### src/rtl/qpsk_mod.sv
// QPSK modulator: 4-deep symbol FIFO, per-symbol sample counter, registered
// output. Ports: clk, rst (async, high), en, data/wr_sps (sps config),
// carrier_i/carrier_q (signed 8b), sym/sym_valid/sym_ready (symbol input),
// out (signed 10b), out_valid, underrun (1-cycle pulse).
// Macro QPSK_DIFF_ENC_EN: differential encoding (cur_sym = prev ^ popped).
module qpsk_mod (
   input  logic       clk,
   input  logic       rst,
   input  logic       en,
   input  logic [7:0] data,
   input  logic       wr_sps,
   input  logic [7:0] carrier_i,
   input  logic [7:0] carrier_q,
   input  logic [1:0] sym,
   input  logic       sym_valid,
   output logic       sym_ready,
   output logic [9:0] out,
   output logic       out_valid,
   output logic       underrun
);

   localparam logic [0:0] IDLE   = 1'b0;
   localparam logic [0:0] ACTIVE = 1'b1;

   logic [7:0] sps;
   logic [1:0] mem [4];
   logic [1:0] wptr;
   logic [1:0] rptr;
   logic [2:0] fcnt;
   logic       rdy_en;
   logic       full;
   logic       empty;
   logic       push;
   logic       pop;
   logic [0:0] state;
   logic [0:0] nxt;
   logic [7:0] scnt;
   logic [1:0] cur_sym;
   logic [1:0] head;
   logic [1:0] tx_sym;
   logic       unr_set;
   logic [9:0] ci_x;
   logic [9:0] cq_x;
   logic [9:0] ti;
   logic [9:0] tq;
   logic [9:0] sum;

   assign full      = (fcnt == 3'd4);
   assign empty     = (fcnt == 3'd0);
   assign sym_ready = rdy_en && !full;
   assign push      = sym_valid && sym_ready;
   assign head      = mem[rptr];

`ifdef QPSK_DIFF_ENC_EN
   logic [1:0] prev;

   assign tx_sym = prev ^ head;

   always_ff @(posedge clk or posedge rst) begin
      if (rst)
         prev <= 2'b00;
      else if (pop)
         prev <= tx_sym;
   end
`else
   assign tx_sym = head;
`endif

   // sym_ready stays low while reset is held, rises at the first edge after
   always_ff @(posedge clk or posedge rst) begin
      if (rst)
         rdy_en <= 1'b0;
      else
         rdy_en <= 1'b1;
   end

   always_ff @(posedge clk or posedge rst) begin
      if (rst)
         sps <= 8'd8;
      else if (wr_sps)
         sps <= data;
   end

   always_ff @(posedge clk) begin
      if (push)
         mem[wptr] <= sym;
   end

   always_ff @(posedge clk or posedge rst) begin
      if (rst) begin
         wptr <= 2'd0;
         rptr <= 2'd0;
         fcnt <= 3'd0;
      end else begin
         if (push)
            wptr <= wptr + 2'd1;
         if (pop)
            rptr <= rptr + 2'd1;
         if (push && !pop)
            fcnt <= fcnt + 3'd1;
         else if (pop && !push)
            fcnt <= fcnt - 3'd1;
      end
   end

   always_comb begin
      nxt     = state;
      pop     = 1'b0;
      unr_set = 1'b0;
      unique case (state)
         IDLE: begin
            if (en && !empty) begin
               pop = 1'b1;
               nxt = ACTIVE;
            end
         end
         ACTIVE: begin
            if (!en) begin
               nxt = IDLE;
            end else if (scnt == 8'd0) begin
               if (!empty) begin
                  pop = 1'b1;
               end else begin
                  nxt     = IDLE;
                  unr_set = 1'b1;
               end
            end
         end
      endcase
   end

   // sps-1 wraps 0 to 255, giving 256 samples for a written 0
   always_ff @(posedge clk or posedge rst) begin
      if (rst) begin
         state    <= IDLE;
         scnt     <= 8'd0;
         cur_sym  <= 2'b00;
         underrun <= 1'b0;
      end else begin
         state    <= nxt;
         underrun <= unr_set;
         if (pop) begin
            cur_sym <= tx_sym;
            scnt    <= sps - 8'd1;
         end else if (state == ACTIVE && !en) begin
            cur_sym <= 2'b00;
         end else if (state == ACTIVE && scnt != 8'd0) begin
            scnt <= scnt - 8'd1;
         end
      end
   end

   // bit 0 -> +carrier, bit 1 -> -carrier; 10 bits hold -256..+256
   assign ci_x = {{2{carrier_i[7]}}, carrier_i};
   assign cq_x = {{2{carrier_q[7]}}, carrier_q};
   assign ti   = cur_sym[1] ? (10'd0 - ci_x) : ci_x;
   assign tq   = cur_sym[0] ? (10'd0 - cq_x) : cq_x;
   assign sum  = ti + tq;

   always_ff @(posedge clk or posedge rst) begin
      if (rst) begin
         out       <= 10'd0;
         out_valid <= 1'b0;
      end else begin
         out       <= (state == ACTIVE) ? sum : 10'd0;
         out_valid <= (state == ACTIVE);
      end
   end

endmodule

### config.mk
export PLATFORM = sky130hd
export DESIGN_NAME = qpsk_mod
export DESIGN_NICKNAME = d
export VERILOG_FILES = /design/src/rtl/qpsk_mod.sv
export SDC_FILE = /design/constraint.sdc
export NUM_CORES = 1
export LEC_CHECK = 0
export BUFFER_PORTS_ARGS = -buffer_cell sky130_fd_sc_hd__buf_2
export CAP_MARGIN = 20
export CORE_ASPECT_RATIO = 1.5
export CORE_MARGIN = 3
export CORE_UTILIZATION = 25
export CTS_BUF_LIST = sky130_fd_sc_hd__clkbuf_8
export DETAILED_ROUTE_END_ITERATION = 10
export GPL_TIMING_DRIVEN = 0
export SYNTH_ARGS = -nofsm -noshare
export SYNTH_HDL_FRONTEND = slang
export SYNTH_SLANG_ARGS = --single-unit
### constraint.sdc
create_clock -name clk -period 3.3 [get_ports clk]
set_clock_uncertainty 0.05 [all_clocks]
set_input_delay 0.99 -clock clk [delete_from_list [all_inputs] [get_ports clk]]
set_output_delay 0.99 -clock clk [all_outputs]
set_load 0.1 [all_outputs]
# [Word level (Yosys, flattened, before mapping)]
# Memories as Yosys holds them, arrays and structs flattened.
# Cells that the tools add are included.
[word_totals] ramBits=8 reg_bits=39 in_bits=31 n_memories=1 elab_cells=67 output_inout_bits=13
[memory_table] name="mem" depth=4 word_bits=2 read_ports=1 rd_clocked_by_memory_dff=0 wr=1 line_no="26" source="logic [1:0] mem [4];"
[classes] reduce_logical=19 add_sub_neg=9 bitwise_logic=1 muxes=24 eq_ne=2
[ops] operator="$mux 10" n=3
[ops] operator="$mux 8" n=3
[ops] operator="$sub 1x8->9 const A" n=2
[ops] operator="$sub 8x1->8 const B" n=2
[ops] operator="$mux 1" n=12
[ops] operator="$add 10x10->10" n=1
[ops] operator="$logic_not 8->1" n=1
[ops] operator="$reduce_bool 8->1" n=1
[ops] operator="$logic_and 1x1->1" n=7
[ops] operator="$mux 3" n=2
[ops] operator="$reduce_bool 2->1" n=3
[ops] operator="$logic_not 1->1" n=5
[ops] operator="$add 2x1->2 const B" n=2
[ops] operator="$mux 2" n=2
[ops] operator="$pmux 1 s2" n=2
[ops] operator="$add 3x1->3 const B" n=1
[ops] operator="$eq 3x3->1 const B" n=1
[ops] operator="$logic_not 3->1" n=1
[ops] operator="$sub 3x1->3 const B" n=1
[ops] operator="$ne 2x2->1 const B" n=1
[ops] operator="$reduce_and 2->1" n=1
[ops] operator="$not 1->1" n=1

# [Depth between registers and ports, before layout]
# Gate-level depths: netlist (run 1).
[depth] depth_word=8 ltp_mapped=12 depth_no_buf=12

# [Worst setup path before layout (run 1)]
# OpenSTA, ideal clock, no wires.
[synth_path] path_type="register -> register" start="reg fcnt[0]" end="reg fcnt[2]" setup_slack_ps=-1127 path_buffers=0 stages_incl_launch_ff=10 setup_time_ps=79 arrival_time_ps=4298 path_cell_list="dfrtp_1 > nor2_1 > a21boi_0 > and2_0 > ha_1 > inv_1 > fa_1 > xor2_1 > nor2_1 > xor2_1"
[synth_lines] item="start, declared" line_no="29" source="logic [2:0] fcnt;"
[synth_lines] item="start signal, assigned" line_no="100" source="fcnt <= fcnt + 3'd1;"
[synth_lines] item="start signal, assigned" line_no="102" source="fcnt <= fcnt - 3'd1;"
[synth_lines] item="$eq 3x3->1 (*)" line_no="48" source="assign full = (fcnt == 3'd4);"
[synth_lines] item="$logic_not 1->1 (*)" line_no="50" source="assign sym_ready = rdy_en && !full;"
[synth_lines] item="$logic_and 1x1->1 (*)" line_no="50"
[synth_lines] item="net sym_ready" line_no="16" source="output logic sym_ready,"
[synth_lines] item="$logic_and 1x1->1 (*)" line_no="51" source="assign push = sym_valid && sym_ready;"
[synth_lines] item="net push" line_no="33" source="logic push;"
[synth_lines] item="$logic_not 1->1" line_no="101" source="else if (pop && !push)"
[synth_lines] item="$logic_and 1x1->1" line_no="101"
[synth_lines] item="$reduce_bool 2->1 (no source line)"
# Mark *: on every way through the listed nets, which the timed path passes. The rest lies on a longest branch. The select of a mux whose other input is x is not followed.
# A chain may end at the register's enable or synchronous reset.

# [Worst setup path after layout (run 1)]
[layout_path] start="in carrier_i[0]" end="reg out[8]"
[layout_via] elab_chain_len=4
[layout_lines] item="start, declared" line_no="12" source="input logic [7:0] carrier_i,"
[layout_lines] item="$sub 1x8->9" line_no="156" source="assign ti = cur_sym[1] ? (10'd0 - ci_x) : ci_x;"
[layout_lines] item="$mux 10 (*)" line_no="156"
[layout_lines] item="$add 10x10->10 (*)" line_no="158" source="assign sum = ti + tq;"
[layout_lines] item="$mux 10 (*)" line_no="165" source="out <= (state == ACTIVE) ? sum : 10'd0;"
[layout_lines] item="end signal, assigned" line_no="165"
[layout_lines] item="end, declared" line_no="17" source="output logic [9:0] out,"
# Mark *: on every way between the ends. The rest lies on a longest branch, timed or not.

==> results of run 1 <==
==> critical path: cells and delay by family <==
kind / cells / cell delay (ns)
AND/OR/NAND/NOR: 2 / 0.22
XOR/XNOR: 1 / 0.09
adder cells (fa/ha/maj): 2 / 0.78
buffers and inverters: 2 / 0.16
AO/OA/AOI/OAI: 5 / 1.01
==> flip-flops by register name, indices dropped and copies added (netlist names) <==
register	cells
cur_sym	2
state	1
underrun	1
sps	8
wptr	2
out_valid	1
fcnt	3
scnt	8
mem	8
out	10
rptr	2
rdy_en	1
==> final cells by class <==
type | count | area share, %
multi-input cells | 209 | 46.62
plain buffers | 8 | 0.9566
well taps | 147 | 5.408
repair buffers | 43 | 6.328
flip-flops and latches | 47 | 35.80
inverters | 15 | 1.656
clock inverters | 3 | 1.214
clock buffers | 5 | 2.024
==> logic make-up after synthesis <==
family / Yosys count / synth area share (%)
simple gates: 91 / 16.39
compound gates: 59 / 15.39
flops: 47 / 42.53
xor+xnor: 27 / 8.260
buf+inv: 23 / 3.103
fa+ha+maj: 19 / 8.829
mux: 12 / 5.376
other cells: 1 / 0.1310
==> report_power, final <==
group          internal (mW)  total [mW]  leakage, nW  switching, mW
Combinational          0.701        1.86        0.862           1.16
Clock                  0.223       0.424       0.0556          0.201
Sequential             0.778       0.927        0.546          0.149
Total                   1.70        3.21         1.46           1.51
==> per-layer routing <==
metal | vias to the layer above | global-route usage, % | part of all wire [%]
li1 | 1087 | - | -
met1 | 1065 | 11.07 | 41
met2 | 52 | 18.98 | 53
met3 | 6 | 2.310 | 4.8
met4 | 0 | 3.749 | 1.4
met5 | - | 0 | 0
==> Yosys cell counts (7+ instances only) <==
cell type | count | area share, %
dfrtp_1 | 38 | 33
nand2_1 | 28 | 3.7
xnor2_1 | 23 | 7.0
ha_1 | 17 | 7.4
nor2_1 | 17 | 2.2
o21ai_0 | 16 | 2.8
inv_1 | 13 | 1.7
a21oi_1 | 10 | 1.7
and2_1 | 9 | 2.0
edfxtp_1 | 8 | 8.4
mux2_2 | 7 | 2.8
==> worst paths after layout <==
path                              start   endpoint  depth (start not counted)
setup / recovery           carrier_i[0]     out[8]                         12
hold / removal                    state  out_valid                          0
setup reg to reg                scnt[2]    scnt[6]                         11
hold reg to reg                   state  out_valid                          0
max in group asynchronous           rst  out_valid                          2
min in group asynchronous           rst     rdy_en                          2
==> through the flow <==
stage                     setup TNS (ns)  utilization, %
after global routing                   0           30.60
after detailed placement         -0.4910           29.38
after floorplan                        0               -
after CTS                              0           30.37
after global placement           -0.4518           29.38
final                                  0           30.60
==> impl_metrics.env, run 1 <==
export IMPL_status="complete, no violations"
export IMPL_grt_pass1_wl_mm=10.34
export IMPL_final_max_slew_viol_count=0
export IMPL_final_setup_viol_count=0
export IMPL_drt_pre_antenna_iters=4
export IMPL_p_per_area_nw_per_um2=943.4
export IMPL_grt_setup_unrepaired="no"
export IMPL_numPortBuffers=43
export IMPL_synth_seq_area_share_pct=42.53
export IMPL_hpwlAfterDp_mm=4.707
export IMPL_num_vias=2210
export IMPL_arrival_ns=3.25
export IMPL_relSlewSlack_pct=41.99
export IMPL_peakVddDrop_v=0.0001918
export IMPL_detail_route_antenna_nets=0
export IMPL_grt_pass1_vias=2283
export IMPL_syn_avg_cell_area_um2=10.26
export IMPL_die_area_um2=12800
export IMPL_clk_pin_slew_ns=0.08
export IMPL_cts_resized=0
export IMPL_synth_nets=329
export IMPL_hold_violations=0
export IMPL_ys_warn_count=0
export IMPL_drtIter0Drc=52
export IMPL_fin_crit_sh_pct=94.16
export IMPL_p_leak_nw=1.463
export IMPL_critPathMaxFanout=3
export IMPL_dp_cells=469
export IMPL_fmax_ghz=0.3218
export IMPL_synthCells=279
export IMPL_hold_slack_ns=0.3276
export IMPL_cts_sinks=47
export IMPL_path_common_cell="o21ai_0"
export IMPL_tightest_slew_ns=0.8688
export IMPL_finish_net_count=379
export IMPL_pin_count=44
export IMPL_cts_buffers=5
export IMPL_start_util_pct=25.76
export IMPL_finalWeightedCongestion=0.7667
export IMPL_maxCapViolations=0
export IMPL_clockBufferDepth=2
export IMPL_worstPathRequired_ns=3.44
export IMPL_final_cells=477
export IMPL_period_minus_slack_ns=3.107
export IMPL_fin_area_um2=3401
export IMPL_htree_num_levels=2
export IMPL_areaGrowthSynthToFinish_pct=18.79
export IMPL_power_total_mw=3.208
export IMPL_wl_mm=6.104
export IMPL_cts_root_buf="clkbuf_8"
export IMPL_worst_slack_ns=0.1926
export IMPL_multi_input_comb_area_um2=1585
export IMPL_pre_cts_ws_ns=-0.2053
export IMPL_num_fill_cells=1144
export IMPL_synth_edf_count=8
export IMPL_post_cts_buffers=0
export IMPL_fp_row_count=47
export IMPL_grt_usage_pct=10.19
export IMPL_worstSkewPairLatency_ns=0.31
export IMPL_path_cells="buf_2 > inv_1 > ha_1 > nand2_1 > o21ai_0 > fa_1 > a21o_1 > a21oi_1 > o21ai_0 > o41ai_2 > xnor2_1 > and2_1"
export IMPL_async_flop_share_pct=82.98
export IMPL_syn_area_um2=2863
export IMPL_tritoncts="built"
export IMPL_reg2reg_slack_ns=0.27
export IMPL_synth_top_flop_cell="dfrtp_1"
export IMPL_critical_path_class="input pin to register"
export IMPL_worstHoldPathType="register to register"
export IMPL_critPathCaptureType="register"
export IMPL_critical_path_slowest_cell="fa_1"
export IMPL_drc=0
export IMPL_antennaDiodeCount=0
export IMPL_grt_overflow=0
export IMPL_seq_area_um2=1217
export IMPL_die_w_um=93.37
export IMPL_final_common_cell="buf_2"
export IMPL_place_area_um2=3266
export IMPL_drive_gt1_share_pct=23.64
export IMPL_worst_setup_path_start_kind="input pin"
export IMPL_die_h_um=137.1
export IMPL_antenna_found_initial=0
export IMPL_grt_max_degree=40
export IMPL_routed_via_density=4.633
export IMPL_synth_seq_cells=47
export IMPL_synth_distinct_cells=57
export IMPL_hold_buffers=0
export IMPL_wl_per_cell_um=12.80
export IMPL_core_area_um2=11110
export IMPL_max_stage_delay_ns=0.50
export IMPL_final_cell_mix="buf_2, dfrtp_1, nand2_1"
Power figures use the tool's default switching activity.
==> inputs of run 2 (changes only) <==
--- a/config.mk
+++ b/config.mk
@@ -13,6 +13,7 @@
 export CTS_BUF_LIST = sky130_fd_sc_hd__clkbuf_8
 export DETAILED_ROUTE_END_ITERATION = 10
 export GPL_TIMING_DRIVEN = 0
+export PLACE_DENSITY_LB_ADDON = 0.2
 export SYNTH_ARGS = -nofsm -noshare
 export SYNTH_HDL_FRONTEND = slang
 export SYNTH_SLANG_ARGS = --single-unit
==> impl_metrics.env, run 2 (synthesis gave the netlist of run 1 again) <==
export IMPL_worstHoldPathType="register to register"
export IMPL_finalWeightedCongestion=0.7984
export IMPL_cts_root_buf="clkbuf_8"
export IMPL_p_switching_mw=1.516
export IMPL_met2_usage_pct=20.89
export IMPL_worst_slack_ns=0.1443
export IMPL_cts_sinks=47
export IMPL_wl_per_cell_um=13.63
export IMPL_peakVddDrop_v=0.0002463
export IMPL_antennaDiodeCount=0
export IMPL_relSlewSlack_pct=56.45
export IMPL_post_route_util_pct=30.61
export IMPL_hold_buffers=0
export IMPL_final_setup_viol_count=0
export IMPL_final_common_cell="buf_2"
export IMPL_tritoncts="built"
export IMPL_largest_register_ff_count=10
export IMPL_cp_startpoint="carrier_i[0]"
export IMPL_power_total_mw=3.150
export IMPL_num_fill_cells=1178
export IMPL_drive_gt1_share_pct=24.47
export IMPL_reg2reg_slack_ns=0.28
export IMPL_critical_path_class="input pin to register"
export IMPL_p_clk_share_pct=11.6
export IMPL_drtIter0Drc=72
export IMPL_start_util_pct=25.76
export IMPL_worstHoldStart="state"
export IMPL_htree_num_levels=2
export IMPL_critPathCaptureType="register"
export IMPL_core_area_um2=11110
export IMPL_power_share_combinational_pct=58.9
export IMPL_grt_setup_unrepaired="no"
export IMPL_fin_setup_tns_ns=0
export IMPL_clockBufferDepth=2
export IMPL_cts_buffers=5
export IMPL_die_area_um2=12800
export IMPL_wl_mm=6.516
export IMPL_worstPathRequired_ns=3.46
export IMPL_internal_power_mw=1.634
export IMPL_largest_register="out"
export IMPL_areaGrowthSynthToFinish_pct=18.84
export IMPL_p_per_area_nw_per_um2=926.0
export IMPL_clk_pin_slew_ns=0.09
export IMPL_detail_route_antenna_nets=0
export IMPL_p_leak_nw=1.463
export IMPL_num_vias=2174
export IMPL_routed_via_density=4.548
export IMPL_grt_pass1_vias=2303
export IMPL_critPathMaxFanout=3
export IMPL_drt_pre_antenna_iters=4
export IMPL_r2r_start="scnt[4]"
export IMPL_worstSkewPairLatency_ns=0.31
export IMPL_grt_overflow=0
export IMPL_tightest_slew_ns=0.6448
export IMPL_fp_row_count=47
export IMPL_grt_usage_pct=10.93
export IMPL_worst_setup_path_start_kind="input pin"
export IMPL_hpwlAfterDp_mm=5.138
export IMPL_use_met1_pct=10.99
export IMPL_die_w_um=93.37
export IMPL_numPortBuffers=43
export IMPL_hold_violations=0
export IMPL_final_max_slew_viol_count=0
export IMPL_pin_count=44
export IMPL_fmax_ghz=0.3169
export IMPL_die_h_um=137.1
export IMPL_finish_net_count=380
export IMPL_final_cell_mix="buf_2, dfrtp_1, nand2_1"
export IMPL_grt_max_degree=25
export IMPL_drc=0
export IMPL_maxCapViolations=0
export IMPL_grt_pass1_wl_mm=10.90
export IMPL_status="complete, no violations"
export IMPL_period_minus_slack_ns=3.156
export IMPL_grt_busiest_layer="met2"
export IMPL_fin_crit_sh_pct=95.63
export IMPL_arrival_ns=3.32
export IMPL_antenna_found_initial=1
export IMPL_p_seq_share_pct=29.5
export IMPL_grt_met3_usage_pct=2.530
export IMPL_swShare_pct=48.12
export IMPL_pre_cts_ws_ns=-0.2693
## run 2: changes by cell type in the layout (fill, tap and decap cells not counted), sizes merged
cell      change
buf           +1
bufinv        -1
clkinv        +1
clkinvlp      -1
inv           +1
## run 2: path summary, 6_finish.rpt
kind                              to  cells past startpoint
max                           out[7]                     12
min in group asynchronous    wptr[0]                      2
min reg2reg                out_valid                      0
max in group asynchronous  out_valid                      3
min                        out_valid                      0
max reg2reg                  scnt[6]                     11
## run 2: per-layer routing
metal	vias up	wire length, um
met4	2	122
li1	1086	-
met3	8	328
met1	1027	2479
met2	51	3571
met5	-	13
## run 2: power by group through the flow
stage               registers (mW)  clock network [mW]  logic [mW]
finish                       0.929               0.366        1.86
global route                 0.955               0.414        2.06
CTS                          0.933               0.391        1.85
detailed placement           0.944                   0        1.85
global placement             0.939                   0        1.83
floorplan                     1.30                   0        1.13
## run 2: timing repair
item                                    CTS  global route
buffers inserted                          0             0
resized for setup                         0             5
endpoints found under the setup margin    0             3
## run 2: worst max-delay path, cell delays in order
cell	delay, ns
buf_2	0.11
inv_1	0.06
ha_1	0.28
nand2_1	0.06
o21ai_0	0.15
ha_1	0.35
a21o_1	0.15
a21oi_1	0.20
o21ai_0	0.18
o41ai_1	0.49
xnor2_1	0.11
and2_1	0.17
## run 2: area by class of cell
type                            count  area [um^2]  share of cell area (%)
Multi-Input combinational cell    209         1585                   46.60
Sequential cell                    47         1217                   35.79
Timing Repair Buffer               44        235.2                   6.914
Tap cell                          147        183.9                   5.406
Clock buffer                        5        68.82                   2.023
Inverter                           15        56.30                   1.655
Buffer                              8        32.53                  0.9562
Clock inverter                      3        22.52                  0.6620
## run 2: stage by stage
stage,area (um^2),hold WS [ns],instances
floorplan,2867,0.3019,279
global placement,3266,0.3237,469
detailed placement,3286,0.3226,470
CTS,3377,0.3469,478
global route,3402,0.3466,478
finish,3402,0.3377,478
==> inputs of run 3 (changes only) <==
--- a/config.mk
+++ b/config.mk
@@ -8,7 +8,7 @@
 export BUFFER_PORTS_ARGS = -buffer_cell sky130_fd_sc_hd__buf_2
 export CAP_MARGIN = 20
 export CORE_ASPECT_RATIO = 1.5
-export CORE_MARGIN = 3
+export CORE_MARGIN = 1.5
 export CORE_UTILIZATION = 25
 export CTS_BUF_LIST = sky130_fd_sc_hd__clkbuf_8
 export DETAILED_ROUTE_END_ITERATION = 10
==> constraint.sdc (replaced) <==
create_clock -name clk -period 3.5 [get_ports clk]
set_clock_uncertainty 0.05 [all_clocks]
set_input_delay 1.05 -clock clk [delete_from_list [all_inputs] [get_ports clk]]
set_output_delay 1.05 -clock clk [all_outputs]
set_load 0.1 [all_outputs]
==> impl_metrics.env, run 3 (synthesis gave the netlist of run 1 again) <==
export IMPL_pin_count=44
export IMPL_path_common_cell="o21ai_0"
export IMPL_path_cells="buf_2 > inv_1 > ha_1 > nand2_1 > o21ai_0 > fa_1 > a21o_1 > a21oi_1 > o21ai_0 > o41ai_1 > xnor2_1 > and2_1"
export IMPL_largest_register="out"
export IMPL_largest_register_ff_count=10
export IMPL_final_cells=478
export IMPL_grt_pass1_wl_mm=10.67
export IMPL_areaGrowthSynthToFinish_pct=18.71
export IMPL_fin_crit_sh_pct=94.08
export IMPL_worst_setup_path_start_kind="input pin"
export IMPL_relSlewSlack_pct=55.02
export IMPL_htree_num_levels=2
export IMPL_detail_route_antenna_nets=0
export IMPL_die_w_um=90.37
export IMPL_numPortBuffers=43
export IMPL_wl_per_cell_um=13.49
export IMPL_critical_path_class="input pin to register"
export IMPL_critPathMaxFanout=3
export IMPL_clockBufferDepth=2
export IMPL_worstSkewPairLatency_ns=0.31
export IMPL_routed_via_density=4.492
export IMPL_post_route_util_pct=30.58
export IMPL_final_max_slew_viol_count=0
export IMPL_peakVddDrop_v=0.0002397
export IMPL_finish_net_count=380
export IMPL_worstPathRequired_ns=3.66
export IMPL_finalWeightedCongestion=0.7723
export IMPL_power_total_mw=3.011
export IMPL_tightest_slew_ns=0.6659
export IMPL_critPathCaptureType="register"
export IMPL_cts_sinks=47
export IMPL_core_area_um2=11110
export IMPL_grt_max_degree=26
export IMPL_final_cell_mix="buf_2, dfrtp_1, nand2_1"
export IMPL_fmax_ghz=0.3037
export IMPL_cts_buffers=5
export IMPL_antenna_found_initial=0
export IMPL_grt_setup_unrepaired="no"
export IMPL_grt_usage_pct=11.11
export IMPL_post_cts_buffers=0
export IMPL_num_fill_cells=1179
export IMPL_grt_overflow=0
export IMPL_cts_root_buf="clkbuf_8"
export IMPL_tritoncts="built"
export IMPL_final_setup_viol_count=0
export IMPL_hold_violations=0
export IMPL_worstHoldPathType="register to register"
export IMPL_dp_cells=470
export IMPL_drtIter0Drc=73
export IMPL_wl_mm=6.448
export IMPL_p_per_area_nw_per_um2=886.0
export IMPL_grt_pass1_vias=2237
export IMPL_maxCapViolations=0
export IMPL_start_util_pct=25.76
export IMPL_hpwlAfterDp_mm=5.028
export IMPL_status="complete, no violations"
export IMPL_cts_resized=0
export IMPL_num_vias=2147
export IMPL_final_common_cell="buf_2"
export IMPL_drive_gt1_share_pct=23.26
export IMPL_critical_path_slowest_cell="fa_1"
export IMPL_clk_pin_slew_ns=0.09
export IMPL_hold_buffers=0
export IMPL_arrival_ns=3.45
export IMPL_die_h_um=134.1
export IMPL_drt_pre_antenna_iters=4
export IMPL_max_stage_delay_ns=0.50
export IMPL_die_area_um2=12120
export IMPL_fp_row_count=47
export IMPL_p_leak_nw=1.466
export IMPL_antennaDiodeCount=0
export IMPL_period_minus_slack_ns=3.293
export IMPL_drc=0
[run 3: metal layers]
layer	routed length, um	global-route usage [%]	share of wire (%)
met1	2612	11.34	41
met2	3500	21.59	54
met3	206	2.211	3.2
met4	128	4.762	2.0
met5	0	0	0
[run 3: final timing paths]
check                              from   endpoint  slack (ns)  cells past startpoint
setup reg to reg                scnt[4]    scnt[6]        0.27                     11
hold reg to reg                   state  out_valid        0.34                      0
hold / removal                    state  out_valid        0.34                      0
max in group asynchronous           rst     sps[0]        2.30                      3
setup / recovery           carrier_i[0]     out[8]        0.21                     12
min in group asynchronous           rst    wptr[0]        0.64                      2
[run 3: report_power, final]
| part | internal, mW | leakage [nW] | switching, mW |
|---|---|---|---|
| Combinational | 0.647 | 0.862 | 1.08 |
| Sequential | 0.734 | 0.546 | 0.138 |
| Clock | 0.213 | 0.0581 | 0.200 |
[run 3: worst max-delay path: cells and delay by family]
kind | cells | cell delay, ns
AOI/OAI and AO/OA | 5 | 1.14
adders and majority gates | 2 | 0.78
and+or+nand+nor | 2 | 0.22
buffers and inverters | 2 | 0.17
xor gates and xnor gates | 1 | 0.10
[run 3: final cells by class]
cell class                      instances  area [um^2]  share of cell area, %
Timing Repair Buffer                   44        235.2                  6.922
Clock buffer                            5        68.82                  2.025
Sequential cell                        47         1217                  35.82
Inverter                               15        56.30                  1.657
Multi-Input combinational cell        209         1560                  45.91
Clock inverter                          3        43.79                  1.289
Buffer                                  8        32.53                 0.9573
Tap cell                              147        183.9                  5.412
[run 3: stage by stage]
stage | hold WS (ns) | setup WS (ns) | area, um^2 | setup TNS, ns
6_report | 0.3367 | 0.2072 | 3398 | 0
5_1_grt | 0.3543 | 0.01591 | 3398 | 0
4_1_cts | 0.3454 | 0.1537 | 3398 | 0
3_5_place_dp | 0.3226 | -0.1917 | 3286 | -0.3694
3_3_place_gp | 0.3263 | -0.1632 | 3266 | -0.2799
2_1_floorplan | 0.3019 | 0.2997 | 2867 | 0
